===== src/rtl/weakbus_arbiter.sv =====
// Two-master round-robin arbiter for the weakcore memory bus; the owner's req/ack handshake passes through combinationally.
// Latency: grant registers one cycle after a request is seen in IDLE; master ack = slave wait states + 1; one IDLE cycle follows every transaction.
// Backpressure: losing or late requesters wait until IDLE. Define WEAKBUS_ARB_TIMEOUT_EN to build the watchdog that completes unacknowledged grants.
module weakbus_arbiter #(
    parameter int unsigned TIMEOUT = 16
) (
    input  logic        clk,
    input  logic        rst,
    input  logic        m0_req,
    input  logic        m0_wr,
    input  logic [31:0] m0_addr,
    input  logic [31:0] m0_out,
    output logic [31:0] m0_in,
    output logic        m0_ack,
    input  logic        m1_req,
    input  logic        m1_wr,
    input  logic [31:0] m1_addr,
    input  logic [31:0] m1_out,
    output logic [31:0] m1_in,
    output logic        m1_ack,
    output logic        bus_req,
    output logic        bus_wr,
    output logic [31:0] bus_addr,
    output logic [31:0] bus_out,
    input  logic [31:0] bus_in,
    input  logic        bus_ack,
    output logic [1:0]  grant,
    input  logic        err_clr,
    output logic        bus_err
);

    // State encoding doubles as the one-hot grant vector.
    localparam logic [1:0] ST_IDLE = 2'b00;
    localparam logic [1:0] ST_GNT0 = 2'b01;
    localparam logic [1:0] ST_GNT1 = 2'b10;

    logic [1:0]  state_q, state_d;
    logic        last_q, last_d;     // owner of the most recent grant: 0 = m0, 1 = m1
    logic        granted;
    logic        own_req, own_wr;
    logic [31:0] own_addr, own_out;
    logic        tmo;                // watchdog completes the grant this cycle
    logic        done;               // grant ends at this edge

    assign granted = (state_q == ST_GNT0) || (state_q == ST_GNT1);

    // Mux the owning master's fields; everything reads zero while idle.
    always_comb begin
        own_req  = 1'b0;
        own_wr   = 1'b0;
        own_addr = 32'h0;
        own_out  = 32'h0;
        case (state_q)
            ST_GNT0: begin
                own_req  = m0_req;
                own_wr   = m0_wr;
                own_addr = m0_addr;
                own_out  = m0_out;
            end
            ST_GNT1: begin
                own_req  = m1_req;
                own_wr   = m1_wr;
                own_addr = m1_addr;
                own_out  = m1_out;
            end
            default: ;
        endcase
    end

`ifdef WEAKBUS_ARB_TIMEOUT_EN
    logic [15:0] wd_cnt_q, wd_cnt_d;
    logic        bus_err_q, bus_err_d;

    // A real ack in the expiry cycle wins; an already aborted request never times out.
    assign tmo = granted && own_req && !bus_ack && (wd_cnt_q == 16'(TIMEOUT - 1));

    // Count grant cycles without ack; zero whenever the grant ends or the arbiter idles.
    always_comb begin
        wd_cnt_d  = (granted && !done) ? wd_cnt_q + 16'd1 : 16'd0;
        bus_err_d = tmo ? 1'b1 : (err_clr ? 1'b0 : bus_err_q);
    end

    // Watchdog counter and sticky error flag.
    always_ff @(posedge clk) begin
        if (rst) begin
            wd_cnt_q  <= 16'd0;
            bus_err_q <= 1'b0;
        end else begin
            wd_cnt_q  <= wd_cnt_d;
            bus_err_q <= bus_err_d;
        end
    end

    assign bus_err = bus_err_q;
`else
    localparam int unsigned unused_timeout = TIMEOUT;
    logic unused_err_clr;

    assign unused_err_clr = err_clr;
    assign tmo            = 1'b0;
    assign bus_err        = 1'b0;
`endif

    // Dropping req mid-grant is an abort: release the bus without acking.
    assign done = bus_ack || !own_req || tmo;

    // Arbitrate only from IDLE; on a tie the previous owner loses.
    always_comb begin
        state_d = state_q;
        last_d  = last_q;
        case (state_q)
            ST_IDLE: begin
                if (m0_req && (!m1_req || last_q)) begin
                    state_d = ST_GNT0;
                    last_d  = 1'b0;
                end else if (m1_req) begin
                    state_d = ST_GNT1;
                    last_d  = 1'b1;
                end
            end
            default: begin
                // Also recovers the unused 2'b11 encoding, whose own_req reads 0.
                if (done) begin
                    state_d = ST_IDLE;
                end
            end
        endcase
    end

    // Grant state and round-robin pointer; m0 wins the first tie after reset.
    always_ff @(posedge clk) begin
        if (rst) begin
            state_q <= ST_IDLE;
            last_q  <= 1'b1;
        end else begin
            state_q <= state_d;
            last_q  <= last_d;
        end
    end

    assign grant    = state_q;
    assign bus_req  = own_req && !tmo;
    assign bus_wr   = own_wr;
    assign bus_addr = own_addr;
    assign bus_out  = own_out;

    assign m0_ack = (state_q == ST_GNT0) && (bus_ack || tmo);
    assign m1_ack = (state_q == ST_GNT1) && (bus_ack || tmo);
    assign m0_in  = (state_q == ST_GNT0) ? (tmo ? 32'hFFFF_FFFF : bus_in) : 32'h0;
    assign m1_in  = (state_q == ST_GNT1) ? (tmo ? 32'hFFFF_FFFF : bus_in) : 32'h0;

endmodule

===== config.mk =====
export PLATFORM = sky130hd
export DESIGN_NAME = weakbus_arbiter
export DESIGN_NICKNAME = d
export VERILOG_FILES = /design/src/rtl/weakbus_arbiter.sv
export SDC_FILE = /design/constraint.sdc
export NUM_CORES = 1
export LEC_CHECK = 0
export ABC_AREA = 1
export CORE_AREA = 4 4 117 119
export CTS_BUF_LIST = sky130_fd_sc_hd__clkbuf_2
export CTS_CLUSTER_DIAMETER = 60
export DETAILED_ROUTE_END_ITERATION = 10
export DIE_AREA = 0 0 121 123
export SKIP_CTS_REPAIR_TIMING = 1
export SYNTH_ARGS = -nofsm -noshare
export SYNTH_HDL_FRONTEND = slang
export SYNTH_SLANG_ARGS = --single-unit

===== constraint.sdc =====
create_clock -name clk -period 3.9 [get_ports clk]
set_input_delay 1.17 -clock clk [delete_from_list [all_inputs] [get_ports clk]]
set_output_delay 1.17 -clock clk [all_outputs]
set_load 0.01 [all_outputs]

==> out/qor.yml <==
status: "finished clean"
setup_ws_ns: 0.141
worstPathArrival_ns: 2.59
drt_first_pass_iters: 4
track_usage_pct: 13.7
cts.sinks: 3
post_drt_wl_per_cell_um: 13.6
p_clk_share_pct: 6.2
grt_max_degree: 58
combPwrFrac_pct: 88.6
syn_inst: 386
rows: 41
num_vias: 3269
critPathRequiredTime_ns: 2.73
cts_root_buf: "clkbuf_2"
netlist_area_mm2: 0.00167
power-per-cell-area_mw_per_mm2: 152
min_path_cells: 2
setup_viol: 0
fin_crit_sh_pct: 96.4
ys_types: 12
synth_nets: 557
fin_nets: 840
grt_pass1_wl_um: 16600
hold_violations: 0
routed_via_density: 3.89
swShare_pct: 42.6
path_max_fanout: 1
drc: 0
drt_iter0_drc: 128
intPower_w: 0.000426
p_leak_nw: 2.14
setup-tns-final_ns: 0
syn_area_per_cell_um2: 4.32
fin_skew_ns: 0.00754
finalMaxSlewViolations: 0
placedInstanceArea_mm2: 0.00486
gp_congestion: 0.804
hpwl_um: 9470
h-tree-depth: 1
hp-start: "last_q$_SDFFE_PP1P_"
die_w_um: 121
r2r_cells: 9
layout_common_cells: "clkdlybuf4s50_1, nand2_1, inv_1, a21oi_1"
reg2reg_slack_ns: 2.19
area_growth_pct: 193
rsz0062_at_grt: "no"
yosysSeqAreaShare_pct: 3.60
clk_pin_slew_ns: 0.04
holdPathEnd: "last_q$_SDFFE_PP1P_"
fmax_ghz: 0.266
fill_cells: 1323
wirelength_um: 11400
antenna_found_initial: 0
setup.worst_path.class: "in2out"
placed_cells: 836
r2r_start: "grant[0]$_SDFFE_PP0P_"
cts_buffer_depth: 2
ant_nets: 0
initial_core_util_pct: 13.3
clkLatencyLatePin_ns: 0.22
cap_violations: 0
synth_seq_cells: 3
cts_tree: "done"
start_kind: "primary input"
gr-total-overflow: 0
layout-drive-gt1-share_pct: 2.25
seqPwrFrac_pct: 5.3
net-switching-power_w: 0.000316
core_mm2: 0.0126
die_h_um: 123
final_area_mm2: 0.00488
ys_warn_count: 0
cp-end-kind: "output pin"
antenna_cells: 0
hold_path.class: "reg2reg"
pin_count: 303
peakVddDrop_uv: 99.6
grt_pass1_vias: 3257
place_ws_ns: 0.186
stdcell_count: 840
r2r-end: "grant[0]$_SDFFE_PP0P_"
dieArea_mm2: 0.0149
io_buffers: 300
cts_buffers: 3
final_common_cell: "clkdlybuf4s50_1"
fin_crit_ns: 3.76
-- logic make-up (layout without fill, tap and decap cells) --
group / Yosys count / count (layout) / synth area share [%]
buf+inv: 102 / 384 / 25.8
other cells: 1 / 1 / 0.225
simple gates: 206 / 206 / 46.7
fa+ha+maj: 3 / 3 / 2.25
flops: 3 / 3 / 3.60
compound gates: 71 / 71 / 21.5
-- power by group through the flow --
| stage | registers, W | logic [W] | clock network, W |
|---|---|---|---|
| 3_3_place_gp | 0.0000394 | 0.000657 | 0 |
| 4_1_cts | 0.0000392 | 0.000667 | 0.0000477 |
| 3_5_place_dp | 0.0000397 | 0.000663 | 0 |
| 2_1_floorplan | 0.0000387 | 0.000247 | 0 |
| 5_1_grt | 0.0000396 | 0.000714 | 0.0000473 |
| 6_report | 0.0000391 | 0.000657 | 0.0000456 |
-- routing by layer --
| layer | global-route usage (%) | vias to the layer above | share of wire (%) |
|---|---|---|---|
| li1 | - | 1697 | - |
| met1 | 15.3 | 1414 | 38 |
| met2 | 26.8 | 148 | 53 |
| met3 | 3.02 | 10 | 8.7 |
| met4 | 2.20 | 0 | 1.0 |
| met5 | 0 | - | 0 |
-- per-stage QoR --
step / util [%] / hold WS (ns) / power (W)
global route: 38.8 / 0.505 / 0.000801
CTS: 38.8 / 0.493 / 0.000754
global placement: 38.7 / 0.452 / 0.000696
finish: 38.8 / 0.488 / 0.000742
detailed placement: 38.7 / 0.483 / 0.000703
floorplan: - / 0.434 / 0.000286
-- synthesized netlist by cell type (all sizes together) --
| cell type | n | area (um^2) |
|---|---|---|
| a21o | 1 | 7.51 |
| a21oi | 69 | 345 |
| buf | 28 | 153 |
| clkbuf | 2 | 7.51 |
| conb | 1 | 3.75 |
| dfxtp | 3 | 60.1 |
| ha | 3 | 37.5 |
| inv | 72 | 270 |
| nand2 | 202 | 758 |
| nand3 | 4 | 20.0 |
| o21ai | 1 | 5.00 |
-- critical path: stages --
cell and delay [ns]:
clkdlybuf4s50_1 0.50, nand2_1 0.06, a21oi_1 0.25, clkdlybuf4s50_1 0.60
-- cell type report --
cell class	count	area, um^2	share of cell area (%)
Sequential cell	3	60.1	1.23
Tap cell	172	215	4.41
Multi-Input combinational cell	281	1200	24.6
Clock buffer	4	20.0	0.410
Timing Repair Buffer	308	3110	63.8
Inverter	72	270	5.54
-- registers in the layout, summed over array words and instances, names as in the netlist --
signal,cells
last_q,1
grant,2
-- worst max path at each step --
stage,slack [ns],from,cells after the start,to
2_1_floorplan,1.28,m0_req,2,bus_req
3_3_place_gp,0.19,m0_addr[0],4,bus_addr[0]
3_5_place_dp,0.19,m0_addr[0],4,bus_addr[0]
4_1_cts,0.17,m0_addr[0],4,bus_addr[0]
5_1_grt,0.11,m0_req,4,bus_req
6_report,0.14,m0_addr[0],4,bus_addr[0]
Note: power is estimated with default switching activity, not from simulation.
